<file path="config.mk">
export PLATFORM = sky130hd
export DESIGN_NAME = lsu_ahb_master
export DESIGN_NICKNAME = d
export VERILOG_FILES = /design/src/rtl/lsu_ahb_pkg.sv /design/src/rtl/lsu_ahb_master_wait_timer.sv /design/src/rtl/lsu_ahb_master.sv
export SDC_FILE = /design/constraint.sdc
export NUM_CORES = 1
export LEC_CHECK = 0
export CORE_MARGIN = 10
export CORE_UTILIZATION = 30
export CTS_CLUSTER_DIAMETER = 60
export DETAILED_ROUTE_END_ITERATION = 6
export PLACE_DENSITY_LB_ADDON = 0.12
export SYNTH_ARGS = -nofsm -noshare
export SYNTH_HDL_FRONTEND = slang
export SYNTH_SLANG_ARGS = --single-unit
</file>
<file path="constraint.sdc">
create_clock -name clk -period 3.4 [get_ports clk]
set_clock_uncertainty 0.2 [all_clocks]
set_input_delay 0.68 -clock clk [delete_from_list [all_inputs] [get_ports clk]]
set_output_delay 0.68 -clock clk [all_outputs]
set_load 0.05 [all_outputs]
</file>
<file path="src/rtl/lsu_ahb_pkg.sv">
// Shared constants and state encoding for the LSU-to-AHB-lite bus master.
package lsu_ahb_pkg;

  localparam int AHB_ADDR_W  = 32;
  localparam int AHB_DATA_W  = 32;
  localparam int TIMEOUT_DEF = 16;
  localparam int CNT_W       = $clog2(TIMEOUT_DEF);

  localparam logic [1:0] ALIGN_MASK = 2'b11;

  localparam logic [2:0] ST_IDLE = 3'd0;
  localparam logic [2:0] ST_CTRL = 3'd1;
  localparam logic [2:0] ST_ADDR = 3'd2;
  localparam logic [2:0] ST_DATA = 3'd3;
  localparam logic [2:0] ST_RESP = 3'd4;

  typedef enum logic [2:0] {
    S_IDLE = ST_IDLE,
    S_CTRL = ST_CTRL,
    S_ADDR = ST_ADDR,
    S_DATA = ST_DATA,
    S_RESP = ST_RESP
  } state_t;

  // Counter width able to hold TIMEOUT-1; never narrower than one bit.
  function automatic int cnt_width(input int t);
    return (t <= 2) ? 1 : $clog2(t);
  endfunction

endpackage

</file>
<file path="src/rtl/lsu_ahb_master_wait_timer.sv">
// Wait-cycle counter for the DATA phase: synchronous clear, count enable, terminal flag.
module ahb_wait_timer
  import lsu_ahb_pkg::*;
#(
  parameter int LIMIT = TIMEOUT_DEF,
  parameter int W     = cnt_width(LIMIT)
) (
  input  logic clk,
  input  logic rst,
  input  logic clr,
  input  logic en,
  output logic tc
);

  localparam logic [W-1:0] TC_VAL = W'(LIMIT - 2);

  logic [W-1:0] count;

  always_ff @(posedge clk) begin
    if (rst || clr) begin
      count <= '0;
    end else if (en) begin
      count <= count + W'(1);
    end
  end

  // High on the wait cycle whose increment would land on LIMIT-1.
  assign tc = (count == TC_VAL);

endmodule

</file>
<file path="src/rtl/lsu_ahb_master.sv">
// Single-beat LSU request to three-phase (control, address, data) AHB-lite master.
// Handshakes: a transfer happens on a rising edge where valid and ready are both high.
module lsu_ahb_master
  import lsu_ahb_pkg::*;
#(
  parameter int ADDR_W  = AHB_ADDR_W,
  parameter int DATA_W  = AHB_DATA_W,
  parameter int TIMEOUT = TIMEOUT_DEF
) (
  input  logic              clk,
  input  logic              rst,
  input  logic              req_valid,
  output logic              req_ready,
  input  logic [ADDR_W-1:0] req_addr,
  input  logic [DATA_W-1:0] req_wdata,
  input  logic              req_we,
  output logic              rsp_valid,
  input  logic              rsp_ready,
  output logic [DATA_W-1:0] rsp_rdata,
  output logic              rsp_err,
  output logic              hsel,
  output logic              hwrite,
  output logic [ADDR_W-1:0] haddr,
  output logic [DATA_W-1:0] hwdata,
  input  logic              hready,
  input  logic              hresp,
  input  logic [DATA_W-1:0] hrdata,
  output logic [2:0]        dbg_state
);

  state_t            state, next_state;
  logic              accept, misaligned;
  logic [ADDR_W-1:0] addr_q;
  logic [DATA_W-1:0] wdata_q;
  logic              we_q;
  logic              tmr_clr, tmr_en, tmr_tc, timed_out;

  assign dbg_state  = state;
  assign misaligned = (req_addr[1:0] & ALIGN_MASK) != 2'b00;
  assign tmr_en     = (state == S_DATA) && !hready;
  assign tmr_clr    = (state == S_IDLE) || ((state == S_RESP) && rsp_ready);
  assign timed_out  = tmr_en && tmr_tc;

  ahb_wait_timer #(.LIMIT(TIMEOUT)) u_timer (
    .clk (clk),
    .rst (rst),
    .clr (tmr_clr),
    .en  (tmr_en),
    .tc  (tmr_tc)
  );

  always_comb begin
    next_state = state;
    accept     = 1'b0;
    case (state)
      S_IDLE: begin
        if (req_valid && req_ready) begin
          accept     = 1'b1;
          next_state = misaligned ? S_RESP : S_CTRL;
        end
      end
      S_CTRL:  next_state = S_ADDR;
      S_ADDR:  next_state = S_DATA;
      S_DATA:  if (hready || tmr_tc) next_state = S_RESP;
      S_RESP:  if (rsp_ready) next_state = S_IDLE;
      default: next_state = S_IDLE;
    endcase
  end

  // Every output is registered from next_state so it lines up with the state it belongs to.
  always_ff @(posedge clk) begin
    if (rst) begin
      state     <= S_IDLE;
      req_ready <= 1'b0;
      rsp_valid <= 1'b0;
      rsp_rdata <= '0;
      rsp_err   <= 1'b0;
      hsel      <= 1'b0;
      hwrite    <= 1'b0;
      haddr     <= '0;
      hwdata    <= '0;
      addr_q    <= '0;
      wdata_q   <= '0;
      we_q      <= 1'b0;
    end else begin
      state     <= next_state;
      req_ready <= (next_state == S_IDLE);
      rsp_valid <= (next_state == S_RESP);
      hsel      <= (next_state == S_CTRL);
      hwrite    <= (next_state == S_CTRL) && req_we;
      haddr     <= (next_state == S_ADDR) ? addr_q : '0;
      hwdata    <= ((next_state == S_DATA) && we_q) ? wdata_q : '0;

      if (accept) begin
        addr_q  <= req_addr;
        wdata_q <= req_wdata;
        we_q    <= req_we;
      end

      case (state)
        S_IDLE: begin
          if (accept && misaligned) begin
            rsp_rdata <= '0;
            rsp_err   <= 1'b1;
          end
        end
        S_DATA: begin
          // A slave reply on the terminal wait cycle beats the timeout.
          if (hready) begin
            rsp_rdata <= we_q ? '0 : hrdata;
            rsp_err   <= hresp;
          end else if (timed_out) begin
            rsp_rdata <= '0;
            rsp_err   <= 1'b1;
          end
        end
        S_RESP: begin
          if (rsp_ready) begin
            rsp_rdata <= '0;
            rsp_err   <= 1'b0;
          end
        end
        default: ;
      endcase
    end
  end

endmodule

</file>
; Word-level counts from Yosys, hierarchy flattened
; Index checks and enable logic that the tools add are counted.
[totals]
romBits = 0
reg_bits = 173
mem_count = 0
inputBits = 103
mem_bits_rw = 0
output_inout_bits = 104
latchBits = 0
[op_classes]
n_eq_ne = 12
muxes = 18
shift = 0
addsub = 1
n_mul = 0
order_cmp = 0
bitwise_logic = 2
n_div = 0
reduce_logical = 18
[ops]
columns = operator, count
row1 = $mux W32, 5
row2 = $pmux W32 S3, 1
row3 = $pmux W3 S5, 1
row4 = $eq A3 B2 Y1 const B, 4
row5 = $mux W3, 4
row6 = $logic_and A1 B1 Y1, 7
row7 = $eq A3 B1 Y1 const B, 2
row8 = $eq A3 B3 Y1 const B, 2
row9 = $logic_not A3 Y1, 2
row10 = $mux W1, 6
row11 = $add A4 B1 Y4 const B, 1
row12 = $eq A4 B4 Y1 const B, 1
row13 = $reduce_and A4 Y1, 1
row14 = $reduce_or A2 Y1, 2
row15 = $logic_or A1 B1 Y1, 3
row16 = $ne A3 B3 Y1 const B, 1
row17 = $pmux W1 S3, 1
row18 = $reduce_bool A3 Y1, 1
row19 = $ne A2 B1 Y1 const B, 1
row20 = $ne A2 B2 Y1 const B, 1
row21 = $not A1 Y1, 2
row22 = $reduce_bool A2 Y1, 1
row23 = $logic_not A1 Y1, 1

; Logic depth before layout (Yosys ltp)
; Gate-level depths: netlist of the first run.
[depth]
ltp_word = 8
mapped_depth = 7

; By module
; A second synthesis of the first run with hierarchy kept.
[unflattened]
cells_unflattened = 646
hier_area_um2 = 6132.1
[by_module_without_submodules]
columns = mod, cells_each, area_per_inst_um2, instances
row1 = lsu_ahb_master, 626, 5934.4, 1
row2 = ahb_wait_timer, 20, 197.7, 1

; Least setup slack after synthesis of the first run
; OpenSTA, ideal clock, no wires.
[synth_path]
path_kind = input port to flip-flop
start = in req_addr[0]
end = reg hwdata[10]
t_required_ps = 3141
arrival_ps = 2047
n_path_buf = 1
stages = 5
setup_ps = 59
setup_slack_ps = 1094
path_cell_list = or2_2 -> or4_4 -> a211oi_4 -> buf_6 -> and2_1
[synth_between]
elab_chain_cells = 8
[synth_lines]
columns = item, line
row1 = start: declaration, lsu_ahb_master.sv:14  ; input logic [ADDR_W-1:0] req_addr,
row2 = $reduce_bool A2 Y1, lsu_ahb_master.sv:39  ; assign misaligned = (req_addr[1:0] & ALIGN_MASK) != 2'b00;
row3 = $mux W3, lsu_ahb_master.sv:59  ; next_state = misaligned ? S_RESP : S_CTRL;
row4 = $mux W3, lsu_ahb_master.sv:57  ; if (req_valid && req_ready) begin
row5 = $pmux W3 S5, lsu_ahb_master.sv:55  ; case (state)
row6 = $eq A3 B2 Y1, lsu_ahb_master.sv:92  ; hwdata <= ((next_state == S_DATA) && we_q) ? wdata_q : '0;
row7 = $logic_and A1 B1 Y1, lsu_ahb_master.sv:92
row8 = $not A1 Y1 (no line), -
row9 = $reduce_or A2 Y1 (no line), -
row10 = end signal: assignment, lsu_ahb_master.sv:92
row11 = end: declaration, lsu_ahb_master.sv:24  ; output logic [DATA_W-1:0] hwdata,
; Every way passes these cells.
; A chain may end at the register's enable or synchronous reset.

; Final worst setup path of the first run
[layout_path]
start = reg state[2] (netlist: dbg_state[2])
end = out dbg_state[2]
[layout_rtl]
columns = item, line
row1 = start: declaration, lsu_ahb_master.sv:31  ; state_t state, next_state;
row2 = start signal: assignment, lsu_ahb_master.sv:86  ; state <= next_state;
row3 = end: declaration, lsu_ahb_master.sv:28  ; output logic [2:0] dbg_state
; No word-level cell between the ends.

==> results.py, run 1 <==
metrics = {
    "timing": {
        "rsz0062_at_grt": "false",
        "period_needed_ns": 2.83,
        "slew-limit-headroom": 0.455,
        "drv_slew": 0,
        "hold_viol_final": 0,
        "fmax_mhz": 354,
        "finalSetupTns_ns": 0,
        "worst_slew_pin_slew_ns": 0.806,
        "fin_crit_sh": 0.831,
        "worst_hold_slack_ns": 0.248,
        "finalSetupViolCount": 0,
    },
    "placed_design": {
        "hpwl_um": 11200,
        "port_buffers": 206,
        "gp_congestion": 0.749,
    },
    "clock_tree": {
        "numCtsBuffers": 17,
        "insertion_delay_ns": 0.41,
        "tritoncts": "yes",
        "cts_resized": 0,
        "cts-root-buf": "clkbuf_16",
        "clockBufferDepth": 2,
        "postCtsSetupRepairBufs": 0,
        "holdBufCountCts": 0,
        "clk_pin_slew_ns": 0.06,
        "clock_sinks": 173,
        "htree_levels": 4,
    },
    "route": {
        "drt-vias-per-instance": 4.44,
        "drt-pass1-iter-count": 4,
        "drtIter0Drc": 156,
        "detail_route.wl_per_cell_um": 15.8,
        "vias": 4423,
        "ant_nets": 0,
        "route.detailed.drc": 0,
        "drt-total-wl_um": 15700,
    },
    "finish": {
        "synthToLayoutAreaGrowth_pct": 52.5,
        "nets": 860,
        "layout_common_cells": "clkdlybuf4s50_1, dfxtp_1, nand2_1",
        "nFillCells": 1709,
        "fin_util": 0.466,
        "drive_above_1_share": 0.0626,
        "multi_input_area_um2": 1880,
        "regArea_um2": 3460,
        "layout_commonest_cell": "clkdlybuf4s50_1",
    },
    "critical_path": {
        "critPathMaxStageDelay_ns": 0.93,
        "cp_top_family": "buffers and inverters",
        "cp_data_arrival_time_ns": 1.95,
        "worst_path_max_delay_cell": "clkdlybuf4s50_1",
        "start_kind": "register",
        "timing.critical_path.buf_inv": 1,
        "crit_type": "reg2out",
        "rrSetupSlack_ns": 1.15,
        "path_max_fanout": 13,
        "cp.required_ns": 2.52,
        "end_kind": "primary output",
        "path_cells": "clkdlybuf4s50_1",
    },
    "yosys": {
        "ys_top_cells_by_area": "dfxtp_1, nand2_1, and2_1",
        "synth_top_flop_cell": "dfxtp_1",
        "syn_inst": 557,
        "syn_area_um2": 5490,
        "syn_nets": 662,
        "synth-seq-cells": 173,
        "yosys.cell_types.count": 34,
        "avgSynthCellArea_um2": 9.86,
        "yosysTopAreaCellShare": 0.631,
        "yosysTopAreaCell": "dfxtp_1",
        "synthArstFlopShare": 0,
        "synth_warnings": 0,
        "ys_seq_area_frac": 0.631,
        "synth_edf_count": 0,
    },
    "floorplanning": {
        "die_y_um": 155,
        "rows": 49,
        "initial_core_util": 0.306,
        "core_um2": 18000,
        "die_w_um": 155,
        "ios": 207,
        "die_area_um2": 24100,
    },
    "pwr": {
        "peakVddDrop_mv": 0.349,
        "p_per_area_nw_per_um2": 531,
        "power_mw": 4.45,
        "power.leakage_nw": 3.11,
    },
    "grt": {
        "grt_max_degree": 66,
        "grt_pass1_wl_um": 24900,
        "grt_remaining_overflow": 0,
        "first_global_vias": 4600,
        "track_usage": 0.129,
        "antenna_found_initial": 1,
    },
    "min_path": {
        "hold_class": "reg2reg",
    },
    "run_status": {
        "status": "completed",
    },
    "run": {
        "cap_viol_max_count": 0,
    },
}
[final timing paths]
path,start,endpoint,cells past startpoint
min reg2reg,addr_q[13],addr_q[13],2
min,addr_q[13],addr_q[13],2
max reg2reg,dbg_state[0],hwdata[28],5
max,dbg_state[2],dbg_state[2],1
[per-stage QoR]
stage / setup WS (ns) / area (um^2) / cells
floorplan: 1.09 / 5490 / 557
global placement: 0.476 / 7760 / 965
detailed placement: 0.425 / 7760 / 965
CTS: 0.550 / 8370 / 996
global route: 0.493 / 8380 / 997
finish: 0.574 / 8380 / 997
[synth_stat cells (all sizes together) (2+ instances only)]
| library cell | count |
|---|---|
| a22o | 32 |
| clkbuf | 23 |
| a21oi | 66 |
| inv | 4 |
| a211oi | 3 |
| nand3 | 2 |
| buf | 12 |
| or2 | 2 |
| ha | 2 |
| nand2 | 136 |
| nor2b | 2 |
| and2 | 68 |
| nor3 | 4 |
| nand4 | 2 |
| dfxtp | 173 |
| xor2 | 2 |
| o21ai | 2 |
| nor2 | 9 |
[cells by family (layout without fill, tap and decap cells)]
logic type               after synthesis  count (layout)  share of synthesized area
AO/OA/AOI/OAI                        108             108                      0.128
AND/OR/NAND/NOR                      231             231                      0.198
other                                  0               1                          0
adder cells (fa/ha/maj)                2               2                    0.00456
flip-flops                           173             173                      0.631
buffers and inverters                 39             249                     0.0328
XOR/XNOR                               3               3                    0.00478
multiplexers                           1               1                    0.00182
[power breakdown]
part | total [mW] | leakage (nW) | switching, mW | internal [mW]
clock | 1.99 | 0.294 | 0.788 | 1.20
sequential | 2.11 | 1.40 | 0.0263 | 2.08
combinational | 0.348 | 1.41 | 0.180 | 0.169
total | 4.45 | 3.11 | 0.994 | 3.45
[registers in the layout, indices dropped and copies added (netlist names), 3 cells and up]
signal / cells
dbg_state: 3
rsp_rdata: 32
addr_q: 32
hwdata: 32
u_timer.count: 4
haddr: 32
wdata_q: 32
[area by class of cell]
class	count	share of cell area
Antenna cell	1	0.000299
Clock buffer	19	0.0541
Clock inverter	12	0.0191
Inverter	4	0.00179
Multi-Input combinational cell	345	0.224
Sequential cell	173	0.413
Tap cell	229	0.0342
Timing Repair Buffer	214	0.253
[routing by layer]
layer	GRT usage	up-vias	routed length, um
li1	-	2225	-
met1	0.149	2051	6610
met2	0.214	128	7870
met3	0.0414	19	908
met4	0.0539	0	340
met5	0	-	0
Note: power is estimated with default switching activity, not from simulation.
==> inputs of run 2 (changes only) <==
==> constraint.sdc (replaced) <==
create_clock -name clk -period 2.32 [get_ports clk]
set_clock_uncertainty 0.2 [all_clocks]
set_input_delay 0.464 -clock clk [delete_from_list [all_inputs] [get_ports clk]]
set_output_delay 0.464 -clock clk [all_outputs]
set_load 0.05 [all_outputs]
==> results.py, run 2 (synthesis gave the netlist of run 1 again) <==
metrics = {
    "critical_path": {
        "end_kind": "primary output",
        "path_max_fanout": 2,
        "path_cells": "clkdlybuf4s50_1",
        "critPathMaxStageDelay_ns": 0.84,
        "worst_path_max_delay_cell": "clkdlybuf4s50_1",
        "crit_type": "reg2out",
        "cp.required_ns": 1.66,
        "cp_top_family": "buffers and inverters",
        "timing.critical_path.buf_inv": 1,
        "cp_data_arrival_time_ns": 1.59,
        "start_kind": "register",
    },
    "min_path": {
        "hold_class": "reg2reg",
    },
    "timing": {
        "slew-limit-headroom": 0.578,
        "drv_slew": 0,
        "period_needed_ns": 2.26,
        "fin_crit_sh": 0.974,
        "hold_viol_final": 0,
        "finalSetupViolCount": 0,
        "setup_slack_ns": 0.0612,
        "fmax_mhz": 443,
        "finalSetupTns_ns": 0,
        "worst_slew_pin_slew_ns": 0.633,
        "rsz0062_at_grt": "false",
    },
    "pwr": {
        "switching_share": 0.236,
        "p_per_area_nw_per_um2": 764,
        "power_mw": 6.51,
        "pwr-share-comb": 0.084,
        "power.leakage_nw": 3.21,
        "p_int_mw": 4.97,
        "pwr-share-clk": 0.441,
        "peakVddDrop_mv": 0.479,
        "p_seq_frac": 0.475,
        "switchingPower_mw": 1.53,
    },
    "placed_design": {
        "dp_cells": 978,
        "pre_cts_ws_ns": -0.268,
        "dpl-instance-area_um2": 7910,
        "port_buffers": 206,
        "hpwl_um": 11700,
        "gp_congestion": 0.760,
    },
    "clock_tree": {
        "tritoncts": "yes",
        "insertion_delay_ns": 0.42,
        "clockBufferDepth": 2,
        "postCtsSetupRepairBufs": 0,
        "clock_sinks": 173,
        "htree_levels": 4,
        "cts-root-buf": "clkbuf_16",
        "clk_pin_slew_ns": 0.07,
        "numCtsBuffers": 17,
    },
    "run_status": {
        "status": "completed",
    },
    "finish": {
        "diodes": 0,
        "stdcell_count": 1010,
        "nets": 873,
        "layout_commonest_cell": "clkdlybuf4s50_1",
        "layout_common_cells": "clkdlybuf4s50_1, dfxtp_1, nand2_1",
        "fin_area_um2": 8510,
        "drive_above_1_share": 0.0819,
        "nFillCells": 1697,
        "synthToLayoutAreaGrowth_pct": 55.0,
    },
    "route": {
        "vias": 4406,
        "drt-pass1-iter-count": 4,
        "drtIter0Drc": 170,
        "drt-vias-per-instance": 4.36,
        "detail_route.wl_per_cell_um": 15.8,
        "drt-total-wl_um": 15900,
        "route.detailed.drc": 0,
        "ant_nets": 0,
    },
    "floorplanning": {
        "die_y_um": 155,
        "die_w_um": 155,
        "rows": 49,
        "initial_core_util": 0.306,
        "ios": 207,
        "core_um2": 18000,
        "die_area_um2": 24100,
    },
    "grt": {
        "track_usage": 0.129,
        "grt_pass1_wl_um": 24900,
        "grt_remaining_overflow": 0,
        "first_global_vias": 4639,
        "grt_max_degree": 58,
        "antenna_found_initial": 0,
    },
    "run": {
        "cap_viol_max_count": 0,
    },
}
run 2: cell types whose count changed in the layout (fill, tap and decap cells not counted), moves of 2 or more:
cell	before	now
inv_6	3	5
buf_4	8	19
clkinvlp_4	3	1
buf_12	0	5
clkdlybuf4s50_1	205	201
clkinv_4	0	3
run 2: power groups by stage:
stage / Combinational [mW] / Clock, mW / Sequential [mW]
global route: 0.606 / 3.08 / 3.10
global placement: 0.552 / 0 / 3.15
finish: 0.550 / 2.87 / 3.09
floorplan: 0.215 / 0 / 3.18
detailed placement: 0.557 / 0 / 3.16
CTS: 0.558 / 2.96 / 3.09
run 2: per-stage QoR:
stage | util | hold slack, ns
2_1_floorplan | - | 0.230
3_3_place_gp | 0.441 | 0.234
3_5_place_dp | 0.441 | 0.238
4_1_cts | 0.474 | 0.251
5_1_grt | 0.474 | 0.262
6_report | 0.474 | 0.249
run 2: layout make-up:
cell class	count	area [um^2]	share of cell area
flip-flops and latches	173	3460	0.407
repair buffers	227	2270	0.267
multi-input cells	345	1880	0.221
clock buffers	19	443	0.0520
well taps	229	287	0.0337
clock inverters	13	154	0.0181
inverters	4	15.0	0.00176
run 2: path summary, 6_finish.rpt:
| path | start | end | slack (ns) | cells past startpoint |
|---|---|---|---|---|
| worst max-delay path | rsp_err | rsp_err | 0.06 | 1 |
| worst min-delay path | wdata_q[15] | wdata_q[15] | 0.25 | 2 |
| worst max register to register | u_timer.count[0] | rsp_rdata[19] | 0.20 | 7 |
| worst min register to register | wdata_q[15] | wdata_q[15] | 0.25 | 2 |
run 2: timing repair:
action,CTS,global route
gates resized for setup,0,1
hold buffers,0,0
endpoints found under the setup margin,0,1
run 2: routing by layer:
layer / GRT usage / vias to the layer above / wire length [um]
met5: 0 / - / 0
met4: 0.0428 / 0 / 153
met3: 0.0488 / 10 / 1100
met2: 0.220 / 101 / 8040
met1: 0.145 / 2045 / 6650
li1: - / 2250 / -
